--- config.mk ---
export PLATFORM = sky130hd
export DESIGN_NAME = pccard_cycle_ctrl_flat
export DESIGN_NICKNAME = d
export VERILOG_FILES = /design/src/rtl/pccard_pkg.sv /design/src/rtl/pccard_cycle_ctrl_if.sv /design/src/rtl/pccard_sync2.sv /design/src/rtl/pccard_cycle_ctrl.sv /design/src/flat_wrapper.sv
export SDC_FILE = /design/constraint.sdc
export NUM_CORES = 1
export LEC_CHECK = 0
export BUFFER_PORTS_ARGS = -buffer_cell sky130_fd_sc_hd__buf_2
export CORE_MARGIN = 2
export CORE_UTILIZATION = 46
export CTS_BUF_LIST = sky130_fd_sc_hd__clkbuf_8
export DETAILED_ROUTE_END_ITERATION = 10
export HOLD_SLACK_MARGIN = 0.15
export PLACE_DENSITY_LB_ADDON = 0.05
export SKIP_CTS_REPAIR_TIMING = 1
export SYNTH_ARGS = -nofsm -noshare
export SYNTH_HDL_FRONTEND = slang
export SYNTH_HIERARCHICAL = 1
export SYNTH_SLANG_ARGS = --single-unit
--- constraint.sdc ---
create_clock -name clk -period 2.15 [get_ports clk]
set_input_delay 0.1075 -clock clk [delete_from_list [all_inputs] [get_ports clk]]
set_output_delay 0.1075 -clock clk [all_outputs]
set_load 0.02 [all_outputs]
--- src/rtl/pccard_pkg.sv ---
// pccard_pkg: shared definitions for the PC-card bus-cycle sequencer.
//   - Address-space encodings seen on host_space.
//   - Sequencer state type.
//   - Read-fill value for skipped or timed-out reads.
//   - Helpers for strobe selection, byte-lane steering and skipped cycles.
package pccard_pkg;

    localparam logic [1:0] SPC_ATTR   = 2'd0;
    localparam logic [1:0] SPC_COMMON = 2'd1;
    localparam logic [1:0] SPC_IO     = 2'd2;
    localparam logic [1:0] SPC_RSVD   = 2'd3;

    localparam logic [15:0] RD_FILL = 16'hFFFF;

    typedef enum logic [2:0] {
        ST_IDLE   = 3'd0,
        ST_SETUP  = 3'd1,
        ST_STROBE = 3'd2,
        ST_HOLD   = 3'd3,
        ST_ACK    = 3'd4
    } state_t;

    // One-hot strobe vector ordered {oe, we, iord, iowr}.
    // Attribute space uses the memory strobes.
    function automatic logic [3:0] strobe_sel(input logic we, input logic [1:0] space);
        logic [3:0] s;
        case ({space == SPC_IO, we})
            2'b00:   s = 4'b1000;
            2'b01:   s = 4'b0100;
            2'b10:   s = 4'b0010;
            2'b11:   s = 4'b0001;
            default: s = 4'b0000;
        endcase
        return s;
    endfunction

    // Attribute memory only decodes even bytes.
    // A high-byte-only access returns its byte in the low lane.
    function automatic logic [15:0] fmt_rdata(input logic [1:0] space, input logic [1:0] be,
                                              input logic [15:0] rd);
        logic [15:0] r;
        if (space == SPC_ATTR) begin
            r = {8'h00, rd[7:0]};
        end else if (be == 2'b10) begin
            r = {8'h00, rd[15:8]};
        end else begin
            r = rd;
        end
        return r;
    endfunction

    // Cycles with no enabled byte lane, or to the reserved space, never touch the card.
    function automatic logic is_skip(input logic [1:0] space, input logic [1:0] be);
        return (be == 2'b00) || (space == SPC_RSVD);
    endfunction

endpackage

--- src/rtl/pccard_cycle_ctrl_if.sv ---
// pccard_cycle_ctrl_if: host-side request/ack bus of the PC-card cycle sequencer.
//   - host_req/host_we/host_space/host_addr/host_be/host_wdata: request from the host.
//   - host_rdata/host_ack/busy: completion back to the host.
// Modports:
//   - master: the host side.
//   - slave:  the sequencer side.
interface pccard_cycle_ctrl_if;
    logic        host_req;
    logic        host_we;
    logic [1:0]  host_space;
    logic [25:0] host_addr;
    logic [1:0]  host_be;
    logic [15:0] host_wdata;
    logic [15:0] host_rdata;
    logic        host_ack;
    logic        busy;

    modport master (
        output host_req, host_we, host_space, host_addr, host_be, host_wdata,
        input  host_rdata, host_ack, busy
    );

    modport slave (
        input  host_req, host_we, host_space, host_addr, host_be, host_wdata,
        output host_rdata, host_ack, busy
    );
endinterface

--- src/rtl/pccard_sync2.sv ---
// pccard_sync2: two-flop synchroniser for asynchronous card level signals.
// Ports:
//   - clk, reset: clock and synchronous active-high reset.
//   - d: asynchronous input.
//   - q: synchronised output.
module pccard_sync2 (
    input  logic clk,
    input  logic reset,
    input  logic d,
    output logic q
);
    logic meta_r;
    logic sync_r;

    // Two-stage resynchronisation chain
    always_ff @(posedge clk) begin
        if (reset) begin
            meta_r <= 1'b0;
            sync_r <= 1'b0;
        end else begin
            meta_r <= d;
            sync_r <= meta_r;
        end
    end

    assign q = sync_r;
endmodule

--- src/rtl/pccard_cycle_ctrl.sv ---
// pccard_cycle_ctrl: bus-cycle sequencer between the host PCMCIA interface and the PC card.
// Sequence and timing:
//   - Accepts one request at a time.
//   - Drives address, CE and REG for SETUP_CYC clocks.
//   - Asserts one strobe for STROBE_CYC clocks; read data is sampled on the last strobe clock.
//   - Holds address/CE/REG for HOLD_CYC clocks.
//   - Pulses host_ack for one clock.
// Ports:
//   - clk, reset: clock and synchronous active-high reset.
//   - host: request/ack bus (pccard_cycle_ctrl_if.slave).
//   - cc_*: card address, data, REG, strobes and byte enables.
//   - cc_ireq/irq_clr/irq: card interrupt request, host clear and latched interrupt.
// Build option:
//   - PCCARD_WAIT_EN adds the cc_wait input.
//   - It stretches the strobe while the card holds WAIT, with a 16-bit timeout.
module pccard_cycle_ctrl
    import pccard_pkg::*;
#(
    parameter int unsigned SETUP_CYC  = 2,
    parameter int unsigned STROBE_CYC = 4,
    parameter int unsigned HOLD_CYC   = 1
) (
    input  logic        clk,
    input  logic        reset,
    pccard_cycle_ctrl_if.slave host,
    output logic [25:0] cc_addr,
    output logic [15:0] cc_wdata,
    input  logic [15:0] cc_rdata,
    output logic        cc_reg,
    output logic        cc_oe,
    output logic        cc_we,
    output logic        cc_iord,
    output logic        cc_iowr,
    output logic        cc_ce1,
    output logic        cc_ce2,
`ifdef PCCARD_WAIT_EN
    input  logic        cc_wait,
`endif
    input  logic        cc_ireq,
    input  logic        irq_clr,
    output logic        irq
);
    localparam logic [3:0] SETUP_LD  = 4'(SETUP_CYC - 1);
    localparam logic [3:0] STROBE_LD = 4'(STROBE_CYC - 1);
    localparam logic [3:0] HOLD_LD   = 4'(HOLD_CYC - 1);

    state_t      state_r, state_s;
    logic [3:0]  cnt_r, cnt_s;
    logic        we_r, we_s;
    logic [1:0]  space_r, space_s;
    logic [1:0]  be_r, be_s;
    logic [25:0] addr_r, addr_s;
    logic [15:0] wdata_r, wdata_s;
    logic [15:0] cap_r, cap_s;
    logic [15:0] rdata_r, rdata_s;
    logic        reg_r, reg_s;
    logic        ce1_r, ce1_s;
    logic        ce2_r, ce2_s;
    logic [3:0]  strb_r, strb_s;
    logic        ack_r, ack_s;
    logic        busy_r, busy_s;

`ifdef PCCARD_WAIT_EN
    logic        wait_sync_s;
    logic [15:0] tmo_r, tmo_s;

    pccard_sync2 u_sync_wait (
        .clk   (clk),
        .reset (reset),
        .d     (cc_wait),
        .q     (wait_sync_s)
    );
`endif

    // Next-state and next-output logic of the cycle sequencer
    always_comb begin
        state_s = state_r;
        cnt_s   = cnt_r;
        we_s    = we_r;
        space_s = space_r;
        be_s    = be_r;
        addr_s  = addr_r;
        wdata_s = wdata_r;
        cap_s   = cap_r;
        rdata_s = rdata_r;
        reg_s   = reg_r;
        ce1_s   = ce1_r;
        ce2_s   = ce2_r;
        strb_s  = 4'b0000;
        ack_s   = 1'b0;
        busy_s  = busy_r;
`ifdef PCCARD_WAIT_EN
        tmo_s   = tmo_r;
`endif
        case (state_r)
            ST_IDLE: begin
                if (host.host_req) begin
                    we_s    = host.host_we;
                    space_s = host.host_space;
                    be_s    = host.host_be;
                    addr_s  = host.host_addr;
                    wdata_s = host.host_wdata;
                    busy_s  = 1'b1;
                    if (is_skip(host.host_space, host.host_be)) begin
                        // One idle HOLD clock with nothing enabled, so ack lands one cycle after acceptance
                        state_s = ST_HOLD;
                        cnt_s   = 4'd0;
                        cap_s   = RD_FILL;
                        reg_s   = 1'b0;
                        ce1_s   = 1'b0;
                        ce2_s   = 1'b0;
                    end else begin
                        state_s = ST_SETUP;
                        cnt_s   = SETUP_LD;
                        cap_s   = 16'h0000;
                        reg_s   = (host.host_space != SPC_COMMON);
                        ce1_s   = host.host_be[0];
                        ce2_s   = host.host_be[1];
                    end
                end else begin
                    state_s = ST_IDLE;
                end
            end
            ST_SETUP: begin
                if (cnt_r == 4'd0) begin
                    state_s = ST_STROBE;
                    cnt_s   = STROBE_LD;
                    strb_s  = strobe_sel(we_r, space_r);
`ifdef PCCARD_WAIT_EN
                    tmo_s   = 16'h0000;
`endif
                end else begin
                    cnt_s = cnt_r - 4'd1;
                end
            end
            ST_STROBE: begin
                strb_s = strobe_sel(we_r, space_r);
                if (cnt_r != 4'd0) begin
                    cnt_s = cnt_r - 4'd1;
                end else begin
`ifdef PCCARD_WAIT_EN
                    if (wait_sync_s && (tmo_r != 16'hFFFF)) begin
                        tmo_s = tmo_r + 16'd1;
                    end else begin
                        strb_s  = 4'b0000;
                        state_s = ST_HOLD;
                        cnt_s   = HOLD_LD;
                        if (wait_sync_s) begin
                            cap_s = RD_FILL;
                        end else if (!we_r) begin
                            cap_s = fmt_rdata(space_r, be_r, cc_rdata);
                        end else begin
                            cap_s = 16'h0000;
                        end
                    end
`else
                    strb_s  = 4'b0000;
                    state_s = ST_HOLD;
                    cnt_s   = HOLD_LD;
                    if (!we_r) begin
                        cap_s = fmt_rdata(space_r, be_r, cc_rdata);
                    end else begin
                        cap_s = 16'h0000;
                    end
`endif
                end
            end
            ST_HOLD: begin
                if (cnt_r == 4'd0) begin
                    state_s = ST_ACK;
                    ack_s   = 1'b1;
                    rdata_s = cap_r;
                    reg_s   = 1'b0;
                    ce1_s   = 1'b0;
                    ce2_s   = 1'b0;
                end else begin
                    cnt_s = cnt_r - 4'd1;
                end
            end
            ST_ACK: begin
                state_s = ST_IDLE;
                busy_s  = 1'b0;
            end
            default: begin
                state_s = ST_IDLE;
                busy_s  = 1'b0;
                reg_s   = 1'b0;
                ce1_s   = 1'b0;
                ce2_s   = 1'b0;
            end
        endcase
    end

    // Sequencer state and registered card/host outputs
    always_ff @(posedge clk) begin
        if (reset) begin
            state_r <= ST_IDLE;
            cnt_r   <= 4'd0;
            we_r    <= 1'b0;
            space_r <= 2'd0;
            be_r    <= 2'd0;
            addr_r  <= 26'd0;
            wdata_r <= 16'h0000;
            cap_r   <= 16'h0000;
            rdata_r <= 16'h0000;
            reg_r   <= 1'b0;
            ce1_r   <= 1'b0;
            ce2_r   <= 1'b0;
            strb_r  <= 4'b0000;
            ack_r   <= 1'b0;
            busy_r  <= 1'b0;
        end else begin
            state_r <= state_s;
            cnt_r   <= cnt_s;
            we_r    <= we_s;
            space_r <= space_s;
            be_r    <= be_s;
            addr_r  <= addr_s;
            wdata_r <= wdata_s;
            cap_r   <= cap_s;
            rdata_r <= rdata_s;
            reg_r   <= reg_s;
            ce1_r   <= ce1_s;
            ce2_r   <= ce2_s;
            strb_r  <= strb_s;
            ack_r   <= ack_s;
            busy_r  <= busy_s;
        end
    end

`ifdef PCCARD_WAIT_EN
    // WAIT-extension timeout counter
    always_ff @(posedge clk) begin
        if (reset) begin
            tmo_r <= 16'h0000;
        end else begin
            tmo_r <= tmo_s;
        end
    end
`endif

    logic ireq_sync_s;
    logic ireq_d_r;
    logic irq_r;

    pccard_sync2 u_sync_ireq (
        .clk   (clk),
        .reset (reset),
        .d     (cc_ireq),
        .q     (ireq_sync_s)
    );

    // Interrupt latch: a rising edge of the synchronised request sets it and overrides a clear
    always_ff @(posedge clk) begin
        if (reset) begin
            ireq_d_r <= 1'b0;
            irq_r    <= 1'b0;
        end else begin
            ireq_d_r <= ireq_sync_s;
            if (ireq_sync_s && !ireq_d_r) begin
                irq_r <= 1'b1;
            end else if (irq_clr) begin
                irq_r <= 1'b0;
            end else begin
                irq_r <= irq_r;
            end
        end
    end

    assign cc_addr         = addr_r;
    assign cc_wdata        = wdata_r;
    assign cc_reg          = reg_r;
    assign cc_ce1          = ce1_r;
    assign cc_ce2          = ce2_r;
    assign cc_oe           = strb_r[3];
    assign cc_we           = strb_r[2];
    assign cc_iord         = strb_r[1];
    assign cc_iowr         = strb_r[0];
    assign host.host_rdata = rdata_r;
    assign host.host_ack   = ack_r;
    assign host.busy       = busy_r;
    assign irq             = irq_r;
endmodule

--- src/flat_wrapper.sv ---
// flat-port wrapper written by rule: the top's interface ports become plain ports
module pccard_cycle_ctrl_flat import pccard_pkg::*;
#(
    parameter int unsigned SETUP_CYC  = 2,
    parameter int unsigned STROBE_CYC = 4,
    parameter int unsigned HOLD_CYC   = 1
)
  (clk, reset, cc_addr, cc_wdata, cc_rdata, cc_reg, cc_oe, cc_we, cc_iord, cc_iowr, cc_ce1, cc_ce2, cc_ireq, irq_clr, irq, host_host_req, host_host_we, host_host_space, host_host_addr, host_host_be, host_host_wdata, host_host_rdata, host_host_ack, host_busy);
  pccard_cycle_ctrl_if host_i ();
  input  logic clk;
  input  logic reset;
  output logic [25:0] cc_addr;
  output logic [15:0] cc_wdata;
  input  logic [15:0] cc_rdata;
  output logic cc_reg;
  output logic cc_oe;
  output logic cc_we;
  output logic cc_iord;
  output logic cc_iowr;
  output logic cc_ce1;
  output logic cc_ce2;
  input  logic cc_ireq;
  input  logic irq_clr;
  output logic irq;
  input wire logic [$bits(host_i.host_req)-1:0] host_host_req;
  input wire logic [$bits(host_i.host_we)-1:0] host_host_we;
  input wire logic [$bits(host_i.host_space)-1:0] host_host_space;
  input wire logic [$bits(host_i.host_addr)-1:0] host_host_addr;
  input wire logic [$bits(host_i.host_be)-1:0] host_host_be;
  input wire logic [$bits(host_i.host_wdata)-1:0] host_host_wdata;
  output wire logic [$bits(host_i.host_rdata)-1:0] host_host_rdata;
  output wire logic [$bits(host_i.host_ack)-1:0] host_host_ack;
  output wire logic [$bits(host_i.busy)-1:0] host_busy;
  assign host_i.host_req = host_host_req;
  assign host_i.host_we = host_host_we;
  assign host_i.host_space = host_host_space;
  assign host_i.host_addr = host_host_addr;
  assign host_i.host_be = host_host_be;
  assign host_i.host_wdata = host_host_wdata;
  assign host_host_rdata = host_i.host_rdata;
  assign host_host_ack = host_i.host_ack;
  assign host_busy = host_i.busy;
  pccard_cycle_ctrl #(.SETUP_CYC(SETUP_CYC), .STROBE_CYC(STROBE_CYC), .HOLD_CYC(HOLD_CYC)) u_core (.clk(clk), .reset(reset), .host(host_i), .cc_addr(cc_addr), .cc_wdata(cc_wdata), .cc_rdata(cc_rdata), .cc_reg(cc_reg), .cc_oe(cc_oe), .cc_we(cc_we), .cc_iord(cc_iord), .cc_iowr(cc_iowr), .cc_ce1(cc_ce1), .cc_ce2(cc_ce2), .cc_ireq(cc_ireq), .irq_clr(irq_clr), .irq(irq));
endmodule
==> Yosys cells after proc, flatten, opt, wreduce, memory -nomap -nowiden <==
Cells that the tools add are included.
{ "op_classes": {"n_reduce_logical": 22, "mux": 38, "eq_ne": 16, "n_bitwise": 3, "addsub": 1} }
{ "op_table": {"columns": ["op", "count"], "rows": [
  ["16-bit two-way mux", 6],
  ["16-bit one-hot mux with 2 select lines", 1],
  ["4-bit one-hot mux with 4 select lines", 2],
  ["4-bit two-way mux", 6],
  ["1-bit two-way mux", 12],
  ["3-bit one-hot mux with 4 select lines", 1],
  ["3-bit AND reduction", 4],
  ["2-bit equality test (second input constant)", 5],
  ["3-bit two-way mux", 3],
  ["1-bit one-hot mux with 3 select lines", 3],
  ["4-bit one-hot mux with 2 select lines", 1],
  ["4-bit nonzero test", 2],
  ["3-bit by 2-bit equality test with 1-bit output (second input constant)", 2],
  ["2-bit zero test", 3],
  ["2-bit by 1-bit inequality test with 1-bit output (second input constant)", 3],
  ["2-bit inequality test (second input constant)", 3],
  ["2-bit AND reduction", 3],
  ["3-bit OR reduction", 2],
  ["4-bit zero test", 1],
  ["2-bit two-way mux", 2],
  ["2-bit nonzero test", 2],
  ["4-bit by 1-bit subtractor with 4-bit output (second input constant)", 1],
  ["3-bit by 1-bit equality test with 1-bit output (second input constant)", 1],
  ["3-bit equality test (second input constant)", 1],
  ["8 further kinds", 10]
]} }
{ "totals": {"wordCells": 99, "inputBits": 68, "register_bits": 99} }

==> Logic depth before layout (Yosys ltp) <==
{ "logic_depth": {"ltp_word": 6, "mapped_depth": 9} }

==> Cells and area by module <==
The synthesis kept the hierarchy.
{ "modules_own_cells": {"columns": ["mod", "area_per_inst_um2", "instances", "cells_per_inst"], "rows": [
  ["pccard_cycle_ctrl", 3797.4, 1, 468],
  ["pccard_sync2", 52.6, 1, 4]
]} }

==> Worst setup path after synthesis <==
No wires, ideal clock.
{ "synth_path": {"path_type": "register to register", "from": "register u_core.cnt_r[0]", "to": "register u_core.rdata_r[1] (netlist: u_core/host.host_rdata[1])", "path_stages_with_launch": 10, "slack_ps": 177, "setup_time_ps": 132, "arrival_time_ps": 1841, "required_time_ps": 2018, "n_path_buf": 3, "cell_sequence": "dfxtp_1 > inv_1 > ha_1 > or3b_1 > buf_2 > or3_1 > buf_2 > buf_2 > nand2_1 > a21oi_1"} }
{ "synth_between": {"elab_chain_cells": 2} }
{ "synth_lines": {"columns": ["element", "line_no", "source"], "rows": [
  ["start, declared", "pccard_cycle_ctrl.sv:48", "logic [3:0] cnt_r, cnt_s;"],
  ["start signal, assigned", "pccard_cycle_ctrl.sv:214", "cnt_r <= cnt_s;"],
  ["4-bit zero test", "pccard_cycle_ctrl.sv:169", "if (cnt_r == 4'd0) begin"],
  ["2-bit AND reduction (no source line)", null, null],
  ["end signal, assigned", "pccard_cycle_ctrl.sv:221", "rdata_r <= rdata_s;"],
  ["end, declared", "pccard_cycle_ctrl.sv:55", "logic [15:0] rdata_r, rdata_s;"]
]} }
Every way passes these cells.
A chain may end at the register's enable or synchronous reset.

==> Final worst setup path <==
{ "layout_path": {"from": "register u_core.cnt_r[0]", "to": "register u_core.ce1_r (netlist: u_core/cc_ce1)"} }
{ "layout_between": {"elab_chain_cells": 3} }
{ "layout_lines": {"columns": ["element", "line_no", "source"], "rows": [
  ["4-bit zero test", "pccard_cycle_ctrl.sv:169", null],
  ["2-bit by 1-bit inequality test with 1-bit output (no source line)", null, null],
  ["3-bit AND reduction (no source line)", null, null],
  ["end signal, assigned", "pccard_cycle_ctrl.sv:223", "ce1_r <= ce1_s;"],
  ["end, declared", "pccard_cycle_ctrl.sv:57", "logic ce1_r, ce1_s;"]
]} }
Every way passes these cells.

==> metrics <==
Synth cell types 40; vias per cell 5.00; routability cong. 0.837; M1 GR Usage 24.4%; drt initial violations 88; final setup violating endpoints 0; final slew viol count 0; total gr overflow 0; Final HPWL DP 6380 um; Top Ports 136; clock slew at reported path FFs 90 ps; Main synth FF type dfxtp_1; GRT Util Overall 20.4%; commonest non-fill, non-tap cell in the layout nand2_1; Sw Share 37.6%; Pre-Repair DR Iteration Count 4; Final Power 5.58 mW; hold_ws 120 ps; H-Tree Depth 3; met3 Track Usage GR 6.40%; Filler Cell Count 723; relative slew slack 62.6%; post-placement cell area 4610 um2; register area share after synthesis 51.5%; Post-layout nets 726; RR Endpoint u_core/cc_ce1$_SDFFE_PP0P_; clk_lat worst skew 360 ps; critical setup path kind flop to flop; Clock Tree Root clkbuf_8; Cell Area, Synth 3850 um2; VDD IR max 0.502 mV; #FFs+latches synth 99; share of layout cells above drive strength 1 26.9%; pre-CTS WS 137 ps; endpoints failing hold 0; fin crit period 1900 ps; Worst Hold Depth 4; hold endpoint u_core/cap_r[5]$_SDFFE_PP0P_; Worst Setup Start Kind flop; Leakage Power 2.32 nW; mean post-synth cell area 8.16 um2; Req. time, crit path 2440 ps; antenna-violating nets left 0; reg2reg setup slack 250 ps; Longest Clk Path Bufs 2; final WL 10,100 um; Wirelength per Cell 13.2 um; clk sink count 99; FP Rows 33; vias in the first global route 3,233; full die area 9120 um2; outcome completed; Clock Skew 5.24 ps; warnings from Yosys 6; number of synthesized flops with an enable pin 0; CP Capture Type flop; r2r startpoint u_core/cnt_r[0]$_SDFFE_PP0P_; layer with the highest usage met2; most frequent cells in the layout nand2_1, buf_2, dfxtp_1; ANT cells 0; P_int 3.48 mW; Mapped Cells 472; Num CTS Buffers 9; Pwr Density 1030 nW/um2; Max-Cap Viols 0; Post-Syn Nets 541; Die Span X 95.5 um; Switch Pwr 2.10 mW; initial core utilization 47.1%; die extent in y 95.5 um; Logic pwr share 36.4%; core area 8180 um2; Clk pwr share 19.6%; pin count of the biggest net entering global routing 48; period utilisation layout 88.4%; fin cells 767; first-pass GRT wire length 14,600 um; max reg flops 26; final worst setup slack 250 ps; TritonCTS clock tree yes; met2 usage 34.0%; Via Count 3,835; Area Growth Syn to Fin 40.1%; initial antenna violation count 0; unrepaired setup endpoints after global routing false; measured slew at the worst slew-check pin 559 ps; crit-path max FO 8; Worst R2R Path Depth 7; setup_tns 0 ps; Fmax 526 MHz; drt drc 0; post-route cell area 5400 um2; final core occ 66.0%; Port Buffers 135; placed instance count 691; Critical Path AT 2190 ps; hold_sp cc_rdata[5]; asr flop ratio synth 0%; min-delay worst type input port to flop; Seq pwr share 44.0%
[synthesized netlist by cell type, types with 2 or more instances]
| cell | number | share of area, % |
|---|---|---|
| nand2b_1 | 7 | 1.1 |
| or3_1 | 2 | 0.32 |
| nor4_1 | 2 | 0.32 |
| a32oi_1 | 2 | 0.46 |
| inv_1 | 3 | 0.29 |
| nand4bb_1 | 2 | 0.58 |
| or4b_1 | 2 | 0.52 |
| nor2_1 | 33 | 3.2 |
| o211ai_1 | 4 | 0.78 |
| a21oi_1 | 67 | 8.7 |
| o21ai_0 | 11 | 1.4 |
| mux2i_1 | 3 | 0.78 |
| a211oi_1 | 8 | 1.6 |
| buf_2 | 9 | 1.2 |
| nor3_1 | 6 | 0.78 |
| nand2_1 | 140 | 14 |
| or2_2 | 2 | 0.32 |
| clkbuf_1 | 22 | 2.1 |
| a21o_1 | 8 | 1.6 |
| nand3_1 | 8 | 1.0 |
| a211oi_2 | 8 | 2.6 |
| nor2b_1 | 5 | 0.81 |
| nand4_1 | 2 | 0.32 |
| dfxtp_1 | 99 | 51 |
| buf_6 | 2 | 0.58 |
[critical path, cell delays in order, from the launching register on]
cell and delay, ps:
dfxtp_1 350, inv_1 80, ha_1 220, or3b_1 380, buf_4 180, o221ai_1 270, buf_4 180, mux2i_1 180
[per-layer routing]
metal / share of wire [%] / routed length [um]
met3: 6.2 / 623
met5: 0 / 0
met4: 1.4 / 146
met2: 48 / 4870
met1: 44 / 4480
[cells by family (layout without fill, tap and decap cells)]
family          Yosys count  count (layout)  synth area share (%)
fa+ha+maj                 1               1                 0.325
buf+inv                  37             227                  4.29
mux                       3               3                 0.780
flops                    99              99                  51.5
xor+xnor                  1               1                 0.228
simple gates            217             217                  24.6
compound gates          114             114                  18.3
[worst max-delay path by stage]
stage,slack [ps],to,depth (start not counted),start
floorplan,180,u_core/host.host_rdata[1]$_SDFFE_PP0P_,9,u_core/cnt_r[0]$_SDFFE_PP0P_
global route,120,u_core/host.host_rdata[7]$_SDFFE_PP0P_,8,u_core/cnt_r[0]$_SDFFE_PP0P_
CTS,120,u_core/host.host_rdata[12]$_SDFFE_PP0P_,6,u_core/cnt_r[0]$_SDFFE_PP0P_
global placement,200,u_core/host.host_rdata[11]$_SDFFE_PP0P_,6,u_core/cnt_r[0]$_SDFFE_PP0P_
detailed placement,140,u_core/host.host_rdata[12]$_SDFFE_PP0P_,6,u_core/cnt_r[0]$_SDFFE_PP0P_
finish,250,u_core/cc_ce1$_SDFFE_PP0P_,7,u_core/cnt_r[0]$_SDFFE_PP0P_
[power groups by stage]
stage | combinational, mW | sequential (mW) | clock [mW]
floorplan | 1.22 | 2.66 | 0
global placement | 1.91 | 2.48 | 0
detailed placement | 1.93 | 2.50 | 0
CTS | 1.94 | 2.46 | 1.12
global route | 2.26 | 2.51 | 1.19
finish | 2.03 | 2.46 | 1.09
[final cells by class]
| class | instances | area [um2] | share of cell area (%) |
|---|---|---|---|
| sequential | 99 | 1980 | 36.7 |
| multi-input combinational | 336 | 1710 | 31.8 |
| timing repair buffer | 208 | 1380 | 25.5 |
| clock buffer | 11 | 151 | 2.81 |
| tap | 105 | 131 | 2.44 |
| clock inverter | 5 | 28.8 | 0.533 |
| inverter | 3 | 11.3 | 0.209 |
Note: power is estimated with default switching activity, not from simulation.
